<file path="src/rtl/framebuffer_swap_ctrl.sv">
// framebuffer_swap_ctrl
//
// Double-buffer controller sitting between the graphics pipeline (writer)
// and the VGA scan-out (reader). Two single-port frame RAMs are owned by
// this block. The writer always lands in the back buffer, and the reader
// always pulls from the front buffer. A frame-complete pulse from the writer
// and a frame-start (vblank) pulse from the reader are sequenced so that
// the front/back roles swap without tearing.
//
// Ports
//   clock, reset            single clock, synchronous active-high reset
//   wr_en/wr_addr/wr_data   pixel write strobe, address and BGR555 color
//   wr_frame_done           one-cycle pulse: writer finished a frame
//   wr_ready                writes accepted (low while a swap is pending/executing)
//   rd_en/rd_addr           pixel read strobe and address
//   rd_frame_start          one-cycle pulse: reader at frame boundary
//   rd_data/rd_valid        registered read data and its strobe (2-cycle latency)
//   front_sel               buffer currently being scanned out (0 = buffer0)
//   drop_count              saturating count of writes refused while wr_ready=0
//   bufferN_*               RAM address / write data / we / ce / read data

module framebuffer_swap_ctrl #(
  parameter int ADDR_W = 17,
  parameter int DATA_W = 15,
  parameter int DEPTH  = 38400
) (
  input  logic              clock,
  input  logic              reset,

  input  logic              wr_en,
  input  logic [ADDR_W-1:0] wr_addr,
  input  logic [DATA_W-1:0] wr_data,
  input  logic              wr_frame_done,
  output logic              wr_ready,

  input  logic              rd_en,
  input  logic [ADDR_W-1:0] rd_addr,
  input  logic              rd_frame_start,
  output logic [DATA_W-1:0] rd_data,
  output logic              rd_valid,

  output logic              front_sel,
  output logic [7:0]        drop_count,

  output logic [ADDR_W-1:0] buffer0_address,
  output logic [DATA_W-1:0] buffer0_din,
  output logic              buffer0_we,
  output logic              buffer0_ce,
  input  logic [DATA_W-1:0] buffer0_dout,

  output logic [ADDR_W-1:0] buffer1_address,
  output logic [DATA_W-1:0] buffer1_din,
  output logic              buffer1_we,
  output logic              buffer1_ce,
  input  logic [DATA_W-1:0] buffer1_dout
);

  // Swap sequencing states
  localparam logic [1:0] ST_RUN  = 2'd0;
  localparam logic [1:0] ST_PEND = 2'd1;
  localparam logic [1:0] ST_SWAP = 2'd2;

  // Depth expressed at address width so range compares stay width-matched
  localparam logic [ADDR_W-1:0] DEPTH_A = ADDR_W'(DEPTH);

  logic [1:0] state;
  logic [1:0] state_next;

  logic wr_in_range;
  logic rd_in_range;
  logic back_we;

  // Read pipeline stage 1: which buffer the read was aimed at, and whether
  // the address was legal. Stage 2 is rd_data/rd_valid themselves.
  logic rd_pend_q;
  logic rd_sel_q;
  logic rd_in_range_q;
  logic [DATA_W-1:0] rd_dout_sel;

  assign wr_in_range = (wr_addr < DEPTH_A);
  assign rd_in_range = (rd_addr < DEPTH_A);

  // wr_ready depends only on the registered state, so no combinational
  // path exists from the reader's pulses to the writer's handshake.
  assign wr_ready = (state == ST_RUN);

  assign back_we = wr_en & wr_ready & wr_in_range;

  // Next-state logic. Once a frame is complete the writer is held off until
  // the reader reaches vblank; extra frame-done pulses while waiting are
  // ignored. A lone frame-start in RUN means the reader simply rescans the
  // same front buffer.
  always_comb begin
    state_next = state;
    case (state)
      ST_RUN: begin
        if (wr_frame_done) begin
          state_next = rd_frame_start ? ST_SWAP : ST_PEND;
        end
      end
      ST_PEND: begin
        if (rd_frame_start) begin
          state_next = ST_SWAP;
        end
      end
      ST_SWAP: begin
        state_next = ST_RUN;
      end
      default: begin
        state_next = ST_RUN;
      end
    endcase
  end

  // State register and front-buffer selector. The selector flips at the
  // end of the single SWAP cycle; a reset discards any swap in progress.
  always_ff @(posedge clock) begin
    if (reset) begin
      state     <= ST_RUN;
      front_sel <= 1'b0;
    end else begin
      state <= state_next;
      if (state == ST_SWAP) begin
        front_sel <= ~front_sel;
      end
    end
  end

  // RAM port steering. The front buffer only ever sees reads, the back
  // buffer only ever sees writes. The back buffer's ce follows wr_en even
  // when the write is suppressed; only we is qualified.
  always_comb begin
    buffer0_address = '0;
    buffer0_din     = '0;
    buffer0_we      = 1'b0;
    buffer0_ce      = 1'b0;
    buffer1_address = '0;
    buffer1_din     = '0;
    buffer1_we      = 1'b0;
    buffer1_ce      = 1'b0;
    if (!front_sel) begin
      buffer0_address = rd_addr;
      buffer0_ce      = rd_en;
      buffer1_address = wr_addr;
      buffer1_din     = wr_data;
      buffer1_ce      = wr_en;
      buffer1_we      = back_we;
    end else begin
      buffer1_address = rd_addr;
      buffer1_ce      = rd_en;
      buffer0_address = wr_addr;
      buffer0_din     = wr_data;
      buffer0_ce      = wr_en;
      buffer0_we      = back_we;
    end
  end

  // Writes refused because a swap is pending or executing are counted so
  // the graphics side can detect it overran the frame boundary. Addresses
  // out of range in RUN are silently dropped and not counted here.
  always_ff @(posedge clock) begin
    if (reset) begin
      drop_count <= 8'd0;
    end else if (wr_en && !wr_ready && (drop_count != 8'hFF)) begin
      drop_count <= drop_count + 8'd1;
    end
  end

  // Read stage 1: capture the buffer index at issue time. The RAM output
  // arrives a cycle later, by which point front_sel may already have
  // flipped, so the dout mux must use this registered copy.
  always_ff @(posedge clock) begin
    if (reset) begin
      rd_pend_q     <= 1'b0;
      rd_sel_q      <= 1'b0;
      rd_in_range_q <= 1'b0;
    end else begin
      rd_pend_q     <= rd_en;
      rd_sel_q      <= front_sel;
      rd_in_range_q <= rd_in_range;
    end
  end

  assign rd_dout_sel = rd_sel_q ? buffer1_dout : buffer0_dout;

  // Read stage 2: register the selected RAM word. Illegal addresses still
  // produce a valid strobe so the scan-out timing never stalls, but the
  // data is forced to black.
  always_ff @(posedge clock) begin
    if (reset) begin
      rd_valid <= 1'b0;
      rd_data  <= '0;
    end else begin
      rd_valid <= rd_pend_q;
      if (rd_pend_q) begin
        rd_data <= rd_in_range_q ? rd_dout_sel : '0;
      end
    end
  end

endmodule

</file>
<file path="config.mk">
export PLATFORM = sky130hd
export DESIGN_NAME = framebuffer_swap_ctrl
export DESIGN_NICKNAME = d
export VERILOG_FILES = /design/src/rtl/framebuffer_swap_ctrl.sv
export SDC_FILE = /design/constraint.sdc
export NUM_CORES = 1
export LEC_CHECK = 0
export ABC_AREA = 1
export CELL_PAD_IN_SITES_DETAIL_PLACEMENT = 1
export CELL_PAD_IN_SITES_GLOBAL_PLACEMENT = 1
export CORE_ASPECT_RATIO = 0.75
export CORE_MARGIN = 5
export CORE_UTILIZATION = 19
export CTS_CLUSTER_SIZE = 10
export DETAILED_ROUTE_END_ITERATION = 10
export GPL_TIMING_DRIVEN = 0
export MAX_ROUTING_LAYER = met4
export PLACE_DENSITY_LB_ADDON = 0.1
export SLEW_MARGIN = 20
export SYNTH_ARGS = -nofsm -noshare
export SYNTH_HDL_FRONTEND = slang
export SYNTH_SLANG_ARGS = --single-unit
</file>
<file path="constraint.sdc">
create_clock -name clock -period 1.7 [get_ports clock]
set_input_delay 0.425 -clock clock [delete_from_list [all_inputs] [get_ports clock]]
set_output_delay 0.425 -clock clock [all_outputs]
set_load 0.02 [all_outputs]
</file>
Word-level counts from Yosys, hierarchy flattened --
Index checks and enable logic that the tools add are counted.
Word-level totals: bits in registers 30, input bits 85, output and inout bits 94, logic and storage cells 38
Cells by class: add/sub/neg operators 1, multiplexer cells 14, equal/unequal tests 5, bitwise gates (word level) 3, $lt $le $gt $ge 2, reduce and logical (&&, ||, !) cells 5
Operator list (count):
- two-way mux 15 bit | 4
- less-than comparator 17 x 16 -> 1 bit, second input constant | 2
- two-way mux 17 bit | 2
- adder 8 x 1 -> 8 bit, second input constant | 1
- inequality test 8 bit, second input constant | 1
- two-way mux 2 bit | 3
- two-way mux 1 bit | 4
- inequality test 2 bit, second input constant | 2
- case mux 2 bit (2 select lines) | 1
- AND 1 bit | 2
- equality test 2 x 1 -> 1 bit, second input constant | 1
- equality test 2 bit, second input constant | 1
- logical AND 1 bit | 2
- zero test 2 bit | 1
- AND reduction 2 bit | 1
- zero test 1 bit | 1
- inverter 1 bit | 1

Depth between registers and ports, before layout --
Gate-level depths: netlist of the first run.
word-level depth 4, depth in mapped cells 9, depth with buffers taken out 9

Least setup slack after synthesis of the first run --
Ideal clock, no wire load.
kind reg-to-output, from register front_sel, to output port buffer0_address[11], data arrival time 1289 ps, data required time 1275 ps, cell stages (with the launch flop) 4, slack -14 ps, path buffers 1, cell sequence dfxtp_1 inv_1 clkbuf_1 o21ai_0
On the way: word-level cells in the longest chain between the ends 1
RTL lines:
- from (decl) | line 42 | output logic front_sel,
- from (signal assigned) | line 124 | front_sel <= ~front_sel;
- two-way mux 17 bit | line 141 | if (!front_sel) begin
- to (decl) | line 45 | output logic [ADDR_W-1:0] buffer0_address,
Every way passes these cells.

Final worst setup path of the first run --
from input port wr_addr[12], to output port buffer1_we
On the way: word-level cells in the longest chain between the ends 3
RTL lines:
- from (decl) | line 31 | input logic [ADDR_W-1:0] wr_addr,
- less-than comparator 17 x 16 -> 1 bit | line 80 | assign wr_in_range = (wr_addr < DEPTH_A);
- AND 1 bit | line 87 | assign back_we = wr_en & wr_ready & wr_in_range;
- two-way mux 1 bit | line 141
- to (decl) | line 53 | output logic buffer1_we,
Every way passes these cells.

==> impl_metrics.env, run 1 <==
export IMPL_wl_per_cell_um=14.9
export IMPL_areaGrowthSynthToFinish_pct=104
export IMPL_r2r_slack_ns=0.31
export IMPL_drive_gt1_share_pct=24.2
export IMPL_grt_overflow_total=0
export IMPL_grt_util_met1_pct=19.3
export IMPL_cts_max_path_buffers=2
export IMPL_nFillCells=1397
export IMPL_synthArstFlopShare_pct=0
export IMPL_synth_distinct_cells=23
export IMPL_syn_nets=457
export IMPL_ir_drop_mv=0.301
export IMPL_cts_sinks=30
export IMPL_dp_hpwl_um=8540
export IMPL_period_needed_ns=1.68
export IMPL_syn_inst=371
export IMPL_ant_nets=0
export IMPL_synth_edf_count=0
export IMPL_fin_nets=646
export IMPL_routed_via_count=2960
export IMPL_rows=33
export IMPL_clock_root_buffer="clkbuf_16"
export IMPL_cp_max_fo=3
export IMPL_synth_top_flop_cell="dfxtp_1"
export IMPL_stdcell_area_um2=4240
export IMPL_yosysWarnings=0
export IMPL_hold_class="input pin to flip-flop"
export IMPL_leakagePower_nw=2.20
export IMPL_fp_dieW_um=131
export IMPL_ys_ff_latch=30
export IMPL_first_iter_violations=77
export IMPL_placed_area_um2=4040
export IMPL_fmax_mhz=594
export IMPL_max_cap_violations=0
export IMPL_vias_per_cell=4.21
export IMPL_wl_um=10500
export IMPL_drv_slew=0
export IMPL_numPlacedInstances=689
export IMPL_grt_pass1_vias=3174
export IMPL_cp_data_required_time_ns=1.27
export IMPL_final_hold_viol_count=0
export IMPL_grt_use_met2_pct=24.9
export IMPL_regArea_um2=607
export IMPL_min_period_over_period_pct=99.0
export IMPL_ys_seq_area_share_pct=28.9
export IMPL_grt_max_degree=11
export IMPL_globalplace_congestion=0.830
export IMPL_io_pins=179
export IMPL_finalClockSkew_ns=0.00827
export IMPL_core_um2=10800
export IMPL_synth_area_per_cell_um2=5.61
export IMPL_die_h_um=101
export IMPL_initial_core_util_pct=19.2
export IMPL_worst_setup_path_start_kind="input pin"
export IMPL_instances_no_fill=703
export IMPL_synth_top_area_cell="dfxtp_1"
export IMPL_drc=0
export IMPL_synth_area_top_cells="dfxtp_1 29%, nand2_1 16%, nor2_1 12%, inv_1 11%, o21ai_0 11%"
export IMPL_multi_input_area_um2=1210
export IMPL_path_clk_slew_ns=0.05
export IMPL_cp_arrival_ns=1.26
export IMPL_status="finished, final reports clean"
export IMPL_cts_buffers=5
export IMPL_p_total_w=0.00252
export IMPL_endpoint_kind="primary output"
export IMPL_worstHoldPathCells=2
export IMPL_reg2regPathDepth=8
export IMPL_clock_latency_ns=0.27
export IMPL_grt_pass1_wl_um=16200
export IMPL_grt_busiest_layer="met2"
export IMPL_synth_area_um2=2080
export IMPL_slew_headroom_pct=64.9
export IMPL_antenna_found_initial=2
export IMPL_tightest_slew_ns=0.526
export IMPL_firstDrtPassIters=4
export IMPL_path_class="input pin to primary output"
export IMPL_port_buffers=178
export IMPL_track_usage_pct=15.8
export IMPL_synthTopCellsByCount="90 x nand2_1, 66 x nor2_1, 62 x inv_1, 44 x o21ai_0, 30 x dfxtp_1"
export IMPL_synth_top_area_share_pct=28.9
export IMPL_hold_ws_ns=0.450
export IMPL_die_area_um2=13200
export IMPL_synth_most_common_cell="nand2_1"
export IMPL_cts_tree="done"
export IMPL_power_density_nw_per_um2=594
export IMPL_rsz0062_at_grt="true"
export IMPL_met3_usage_pct=6.67
export IMPL_setup_viol=0
export IMPL_h_tree_depth=2
[repair_timing]
item,CTS,global route
cloned,1,2
pin swaps,3,1
hold buffers,0,0
endpoints found under the setup margin,75,54
buffers inserted,1,0
gates resized for setup,403,93
[stage by stage]
step	worst slack, ns	utilization (%)	setup TNS [ns]
after floorplan	-0.0136	-	-0.0409
after global placement	-0.852	37.3	-30.22
after detailed placement	-0.881	37.3	-30.26
after CTS	-0.00256	36.9	-0.00512
after global routing	-0.0464	39.2	-0.311
final	0.0166	39.2	0
[flip-flops by register name, summed over array words and instances, names as in the netlist]
| signal | flops |
|---|---|
| rd_in_range_q | 1 |
| state | 2 |
| rd_valid | 1 |
| drop_count | 8 |
| rd_sel_q | 1 |
| rd_pend_q | 1 |
| front_sel | 1 |
| rd_data | 15 |
[layer usage]
metal  wire length [um]  share of wire [%]  up-vias
met5                  0                  0        -
met4                112                1.1        0
met3               1170                 11        6
met1               4570                 44     1315
met2               4610                 44      120
li1                   -                  -     1519
[logic make-up (layout without fill, tap and decap cells)]
kind of cell	after synthesis	count (layout)	share of synthesized area (%)
adders and majority gates	1	1	0.602
and+or+nand+nor	176	176	35.3
AOI/OAI and AO/OA	78	78	19.0
buffers and inverters	86	276	16.2
DFF	30	30	28.9
other	0	2	0
[final timing paths]
path / from / endpoint
setup / recovery: wr_addr[12] / buffer1_we
hold / removal: rd_addr[15] / rd_in_range_q$_SDFF_PP0_
setup reg to reg: drop_count[0]$_SDFFE_PP0P_ / drop_count[4]$_SDFFE_PP0P_
hold reg to reg: rd_data[13]$_SDFFE_PP0P_ / rd_data[13]$_SDFFE_PP0P_
[critical path, cell delays in order]
cell	delay [ns]
dlygate4sd2_1	0.24
inv_2	0.09
a21oi_2	0.04
o21ai_1	0.13
nand2_1	0.08
nor2_1	0.09
buf_4	0.15
[power breakdown]
part	internal (W)	switching, W	total, W
sequential	0.000720	0.0000133	0.000733
combinational	0.000439	0.000474	0.000913
clock	0.000579	0.000295	0.000873
total	0.00174	0.000781	0.00252
[area by class of cell]
type	instances	share of cell area [%]
repair buffers	182	38.8
inverters	68	6.07
diodes	2	0.118
well taps	140	4.13
clock inverters	1	0.118
flip-flops and latches	30	14.3
clock buffers	7	3.36
multi-input cells	255	28.6
plain buffers	18	4.45
[cell usage in the layout (no fill, tap or decap), types with 2 or more instances in the layout]
master / count
nand2_1: 88
clkdlybuf4s50_1: 85
nor2_1: 63
inv_1: 55
buf_4: 45
o21ai_1: 36
dfxtp_1: 27
buf_2: 25
a21oi_1: 19
o21ai_2: 11
dlymetal6s2s_1: 10
dlygate4sd2_1: 10
inv_2: 9
o21ai_0: 9
buf_6: 7
clkbuf_16: 7
nand3_1: 6
buf_8: 5
nand2_2: 5
clkdlybuf4s15_1: 4
nor2_2: 3
nor2_4: 3
clkinv_1: 3
clkbuf_1: 3
nand4_1: 3
diode_2: 2
buf_12: 2
clkbuf_2: 2
nand2_4: 2
dfxtp_2: 2
No activity file was read; power rests on OpenSTA's default activity.
==> run 2: changes to the inputs <==
RECOVER_POWER = 50   (was default)
==> run 2 against run 1 <==
Net effect:
- clock power barely moved
- setup slack unchanged
- hold slack is essentially flat
- cell count is the same
- combinational power is 0.5% lower
- largest cell class unchanged
==> impl_metrics.env, run 2 (synthesis gave the netlist of run 1 again) <==
export IMPL_status="finished, final reports clean"
export IMPL_numPlacedInstances=689
export IMPL_min_period_over_period_pct=99.0
export IMPL_hold_ws_ns=0.450
export IMPL_cp_max_fo=3
export IMPL_drv_slew=0
export IMPL_hold_buffers=0
export IMPL_cts_tree="done"
export IMPL_drive_gt1_share_pct=23.9
export IMPL_cts_buffers=5
export IMPL_rows=33
export IMPL_hold_end="rd_in_range_q$_SDFF_PP0_"
export IMPL_cp_arrival_ns=1.26
export IMPL_endpoint_kind="primary output"
export IMPL_core_um2=10800
export IMPL_cts_max_path_buffers=2
export IMPL_grt_max_degree=11
export IMPL_dp_hpwl_um=8540
export IMPL_grt_pass1_wl_um=16200
export IMPL_fin_nets=646
export IMPL_slew_headroom_pct=64.4
export IMPL_fmax_mhz=594
export IMPL_clock_latency_ns=0.27
export IMPL_largest_register_ff_count=15
export IMPL_min_from="rd_addr[15]"
export IMPL_path_class="input pin to primary output"
export IMPL_firstDrtPassIters=4
export IMPL_final_cell_mix="89 x nand2_1, 84 x clkdlybuf4s50_1, 64 x nor2_1, 55 x inv_1, 45 x buf_4"
export IMPL_wl_per_cell_um=14.9
export IMPL_rsz0062_at_grt="true"
export IMPL_first_iter_violations=83
export IMPL_areaGrowthSynthToFinish_pct=101
export IMPL_hold_class="input pin to flip-flop"
export IMPL_reg_largest_list="rd_data (15), drop_count (8), state (2)"
export IMPL_stdcell_area_um2=4180
export IMPL_nFillCells=1401
export IMPL_placed_area_um2=4040
export IMPL_h_tree_depth=2
export IMPL_r2r_start="drop_count[0]$_SDFFE_PP0P_"
export IMPL_routed_via_count=2959
export IMPL_tightest_slew_ns=0.534
export IMPL_clock_root_buffer="clkbuf_16"
export IMPL_largest_register="rd_data"
export IMPL_worstHoldPathCells=2
export IMPL_worst_setup_path_start_kind="input pin"
export IMPL_cts_sinks=30
export IMPL_ir_drop_mv=0.301
export IMPL_antenna_found_initial=2
export IMPL_cp_data_required_time_ns=1.27
export IMPL_grt_pass1_vias=3174
export IMPL_die_h_um=101
export IMPL_final_hold_viol_count=0
export IMPL_fp_dieW_um=131
export IMPL_r2r_slack_ns=0.20
export IMPL_setup_viol=0
export IMPL_initial_core_util_pct=19.2
export IMPL_die_area_um2=13200
export IMPL_port_buffers=178
export IMPL_path_clk_slew_ns=0.05
export IMPL_track_usage_pct=15.8
export IMPL_period_needed_ns=1.68
export IMPL_reg2reg_to="drop_count[4]$_SDFFE_PP0P_"
export IMPL_final_util_pct=38.7
export IMPL_finalClockSkew_ns=0.00830
export IMPL_grt_overflow_total=0
export IMPL_reg2regPathDepth=8
export IMPL_max_cap_violations=0
export IMPL_leakagePower_nw=2.09
export IMPL_io_pins=179
export IMPL_ant_nets=0
export IMPL_instances_no_fill=703
export IMPL_globalplace_congestion=0.830
export IMPL_power_density_nw_per_um2=601
export IMPL_wl_um=10500
export IMPL_mostFrequentLayoutCell="nand2_1"
export IMPL_vias_per_cell=4.21
export IMPL_p_total_w=0.00252
export IMPL_drc=0
## run 2: worst max-delay path by stage
stage	startpoint	to	slack (ns)
detailed placement	wr_en	buffer1_we	-0.88
global route	state[1]$_SDFFE_PP0P_	buffer1_we	-0.05
CTS	front_sel$_SDFFE_PP0N_	buffer0_address[3]	-0.003
floorplan	front_sel$_SDFFE_PP0N_	buffer0_address[11]	-0.01
global placement	wr_en	buffer1_we	-0.85
finish	wr_addr[12]	buffer1_we	0.02
## run 2: timing repair
item / in CTS / in global routing
gates cloned: 1 / 2
gates resized for setup: 403 / 93
endpoints found under the hold margin: 0 / 0
setup buffers: 1 / 0
pin swaps: 3 / 1
endpoints found under the setup margin: 75 / 54
## run 2: final cells by class
type                    count  area, um2  area share, %
plain buffers              18        189           4.52
clock inverters             1       5.00          0.120
diodes                      2       5.00          0.120
repair buffers            182       1600           38.3
inverters                  68        258           6.16
multi-input cells         255       1200           28.7
flip-flops and latches     30        607           14.5
well taps                 140        175           4.19
clock buffers               7        143           3.41
## run 2: layer usage
metal | track usage [%] | up-vias | wire [um]
met2 | 24.9 | 120 | 4600
li1 | - | 1518 | -
met3 | 6.67 | 6 | 1170
met5 | - | - | 0
met1 | 19.3 | 1315 | 4580
met4 | 2.69 | 0 | 112
## run 2: power breakdown
group / internal, W / total [W] / switching (W)
clock: 0.000579 / 0.000874 / 0.000295
sequential: 0.000720 / 0.000733 / 0.0000134
combinational: 0.000435 / 0.000908 / 0.000473
total: 0.00173 / 0.00252 / 0.000781
## run 2: metrics by stage
step	worst slack [ns]	setup TNS [ns]
CTS	-0.00256	-0.00512
finish	0.0166	0
detailed placement	-0.881	-30.26
global route	-0.0464	-0.361
global placement	-0.852	-30.22
floorplan	-0.0136	-0.0409
## run 2: worst max-delay path, stage by stage
cell,delay [ns]
dlygate4sd2_1,0.24
inv_2,0.09
a21oi_2,0.04
o21ai_1,0.13
nand2_1,0.08
nor2_1,0.09
buf_4,0.15
==> patch (flow settings as in run 1) <==
Change the parameter `ADDR_W` from 17 to 15.
--- a/src/rtl/framebuffer_swap_ctrl.sv
+++ b/src/rtl/framebuffer_swap_ctrl.sv
@@ -20,7 +20,7 @@
 //   bufferN_*               RAM address / write data / we / ce / read data
 
 module framebuffer_swap_ctrl #(
-  parameter int ADDR_W = 17,
+  parameter int ADDR_W = 15,
   parameter int DATA_W = 15,
   parameter int DEPTH  = 38400
 ) (
Ports: changed (resized buffer0_address, buffer1_address, rd_addr and wr_addr); port bits go from 179 to 171. The function was not compared with the original's and may differ.
==> patch against run 1 <==
The run now ends with negative setup slack left; cell area shrank 4.7%; setup slack lost 0.020 ns; power grew 1.0%; worst hold slack lost 0.019 ns; combinational power shrank 7.9%; wire length shrank 3.1%; non-clock buffer count shrank 11; sequential cell count is the same; sequential share of layout area grew 0.65 points; synthesized area shrank 3.1%; critical path type unchanged.
==> patch: results (changes against run 1) <==
| Metric | Value |
|---|---|
| Fill cell instance count of the final layout | 1340 (was 1397) |
| Largest driver fanout on the critical path | 2 (was 3) |
| Number of nets produced by synthesis | 440 (was 457) |
| Average wire length per cell after detail routing | 15.0 µm (was 14.9 µm) |
| Final-stage net count | 619 (was 646) |
| Adder-cell share of the synthesized area | 0.621% (was 0.602%) |
| Slowest-stage cell, CP | sky130_fd_sc_hd__clkdlybuf4s50_1 (was sky130_fd_sc_hd__dlygate4sd2_1) |
| Worst Hold Slack | 0.431 ns (was 0.450 ns) |
| Global-route wire length before repair | 15.9 mm (was 16.2 mm) |
| Total number of vias | 2870 (was 2960) |
| Violations in the final reports | negative setup slack |
| Setup-failing EPs final | 1 (was 0) |
| Register area share after synthesis | 29.8% (was 28.9%) |
| Post-synthesis compound-gate area fraction | 18.6% (was 19.0%) |
| Count of input and output buffers | 170 (was 178) |
| Largest voltage drop on the vdd net | 0.000382 V (was 0.000301 V) |
| Final setup margin | -0.00335 ns (was 0.0166 ns) |
| Static leakage | 1.98 nW (was 2.20 nW) |
| Post-synthesis cell type count | 22 (was 23) |
| Post-Synth XOR/XNOR Area | 0.435% (was 0%) |
| Fraction of layout cells with a size suffix above 1 | 25.7% (was 24.2%) |
| Max_slew headroom | 65.0% (was 64.9%) |
| Layout sequential cell count | 30 (unchanged) |
| Minimum setup slack among reg-to-reg paths | 0.35 ns (was 0.31 ns) |
| Leading cell types by total area after synthesis | sky130_fd_sc_hd__dfxtp_1, sky130_fd_sc_hd__nand2_1, sky130_fd_sc_hd__nor2_1, sky130_fd_sc_hd__inv_1, sky130_fd_sc_hd__o21ai_1 (was sky130_fd_sc_hd__dfxtp_1, sky130_fd_sc_hd__nand2_1, sky130_fd_sc_hd__nor2_1, sky130_fd_sc_hd__inv_1, sky130_fd_sc_hd__o21ai_0) |
| Run status | finished, violations left (was finished clean) |
| Number of cell instances on the worst register-to-register path | 7 (was 8) |
## patch: cell count changes after synthesis, moves of 2 or more
cell,run 1,this run
sky130_fd_sc_hd__o21ai_0,44,17
sky130_fd_sc_hd__o21ai_1,12,34
sky130_fd_sc_hd__inv_1,62,49
sky130_fd_sc_hd__inv_2,3,13
sky130_fd_sc_hd__nand3_1,6,10
sky130_fd_sc_hd__nand2_1,90,87
sky130_fd_sc_hd__clkinv_1,3,1
sky130_fd_sc_hd__nand2_2,3,1
## patch: timing repair
action | 4_1_cts | 5_1_grt
setup buffers | 1 | 0
hold buffers | 0 | 0
resized for setup | 339 | 72
gates cloned | 0 | 1
setup endpoints to repair | 74 | 44
pin swaps | 6 | 5
hold endpoints to repair | 0 | 0
## patch: per-layer routing
layer	GRT usage, %	part of all wire, %	vias up
li1	-	-	1465
met1	18.8	43	1291
met2	25.4	46	109
met3	6.71	11	5
met4	3.15	0.79	0
met5	-	0	-
## patch: stage by stage
step | util (%) | TNS, ns | total power (W) | cell area, µm² | cells
final | 39.1 | -0.00335 | 0.00255 | 4040 | 676
after global routing | 39.1 | -0.445 | 0.00268 | 4040 | 676
after CTS | 37.3 | 0 | 0.00252 | 3850 | 673
after detailed placement | 37.6 | -27.78 | 0.00160 | 3890 | 664
after global placement | 37.6 | -27.60 | 0.00160 | 3890 | 664
after floorplan | - | 0 | 0.00109 | 2020 | 358
## patch: power by group
| group | internal, W | total (W) | switching [W] | leakage, nW |
|---|---|---|---|---|
| clock | 0.000662 | 0.000969 | 0.000307 | 0.0832 |
| combinational | 0.000400 | 0.000841 | 0.000442 | 1.65 |
| sequential | 0.000719 | 0.000736 | 0.0000165 | 0.244 |
| total | 0.00178 | 0.00255 | 0.000765 | 1.98 |
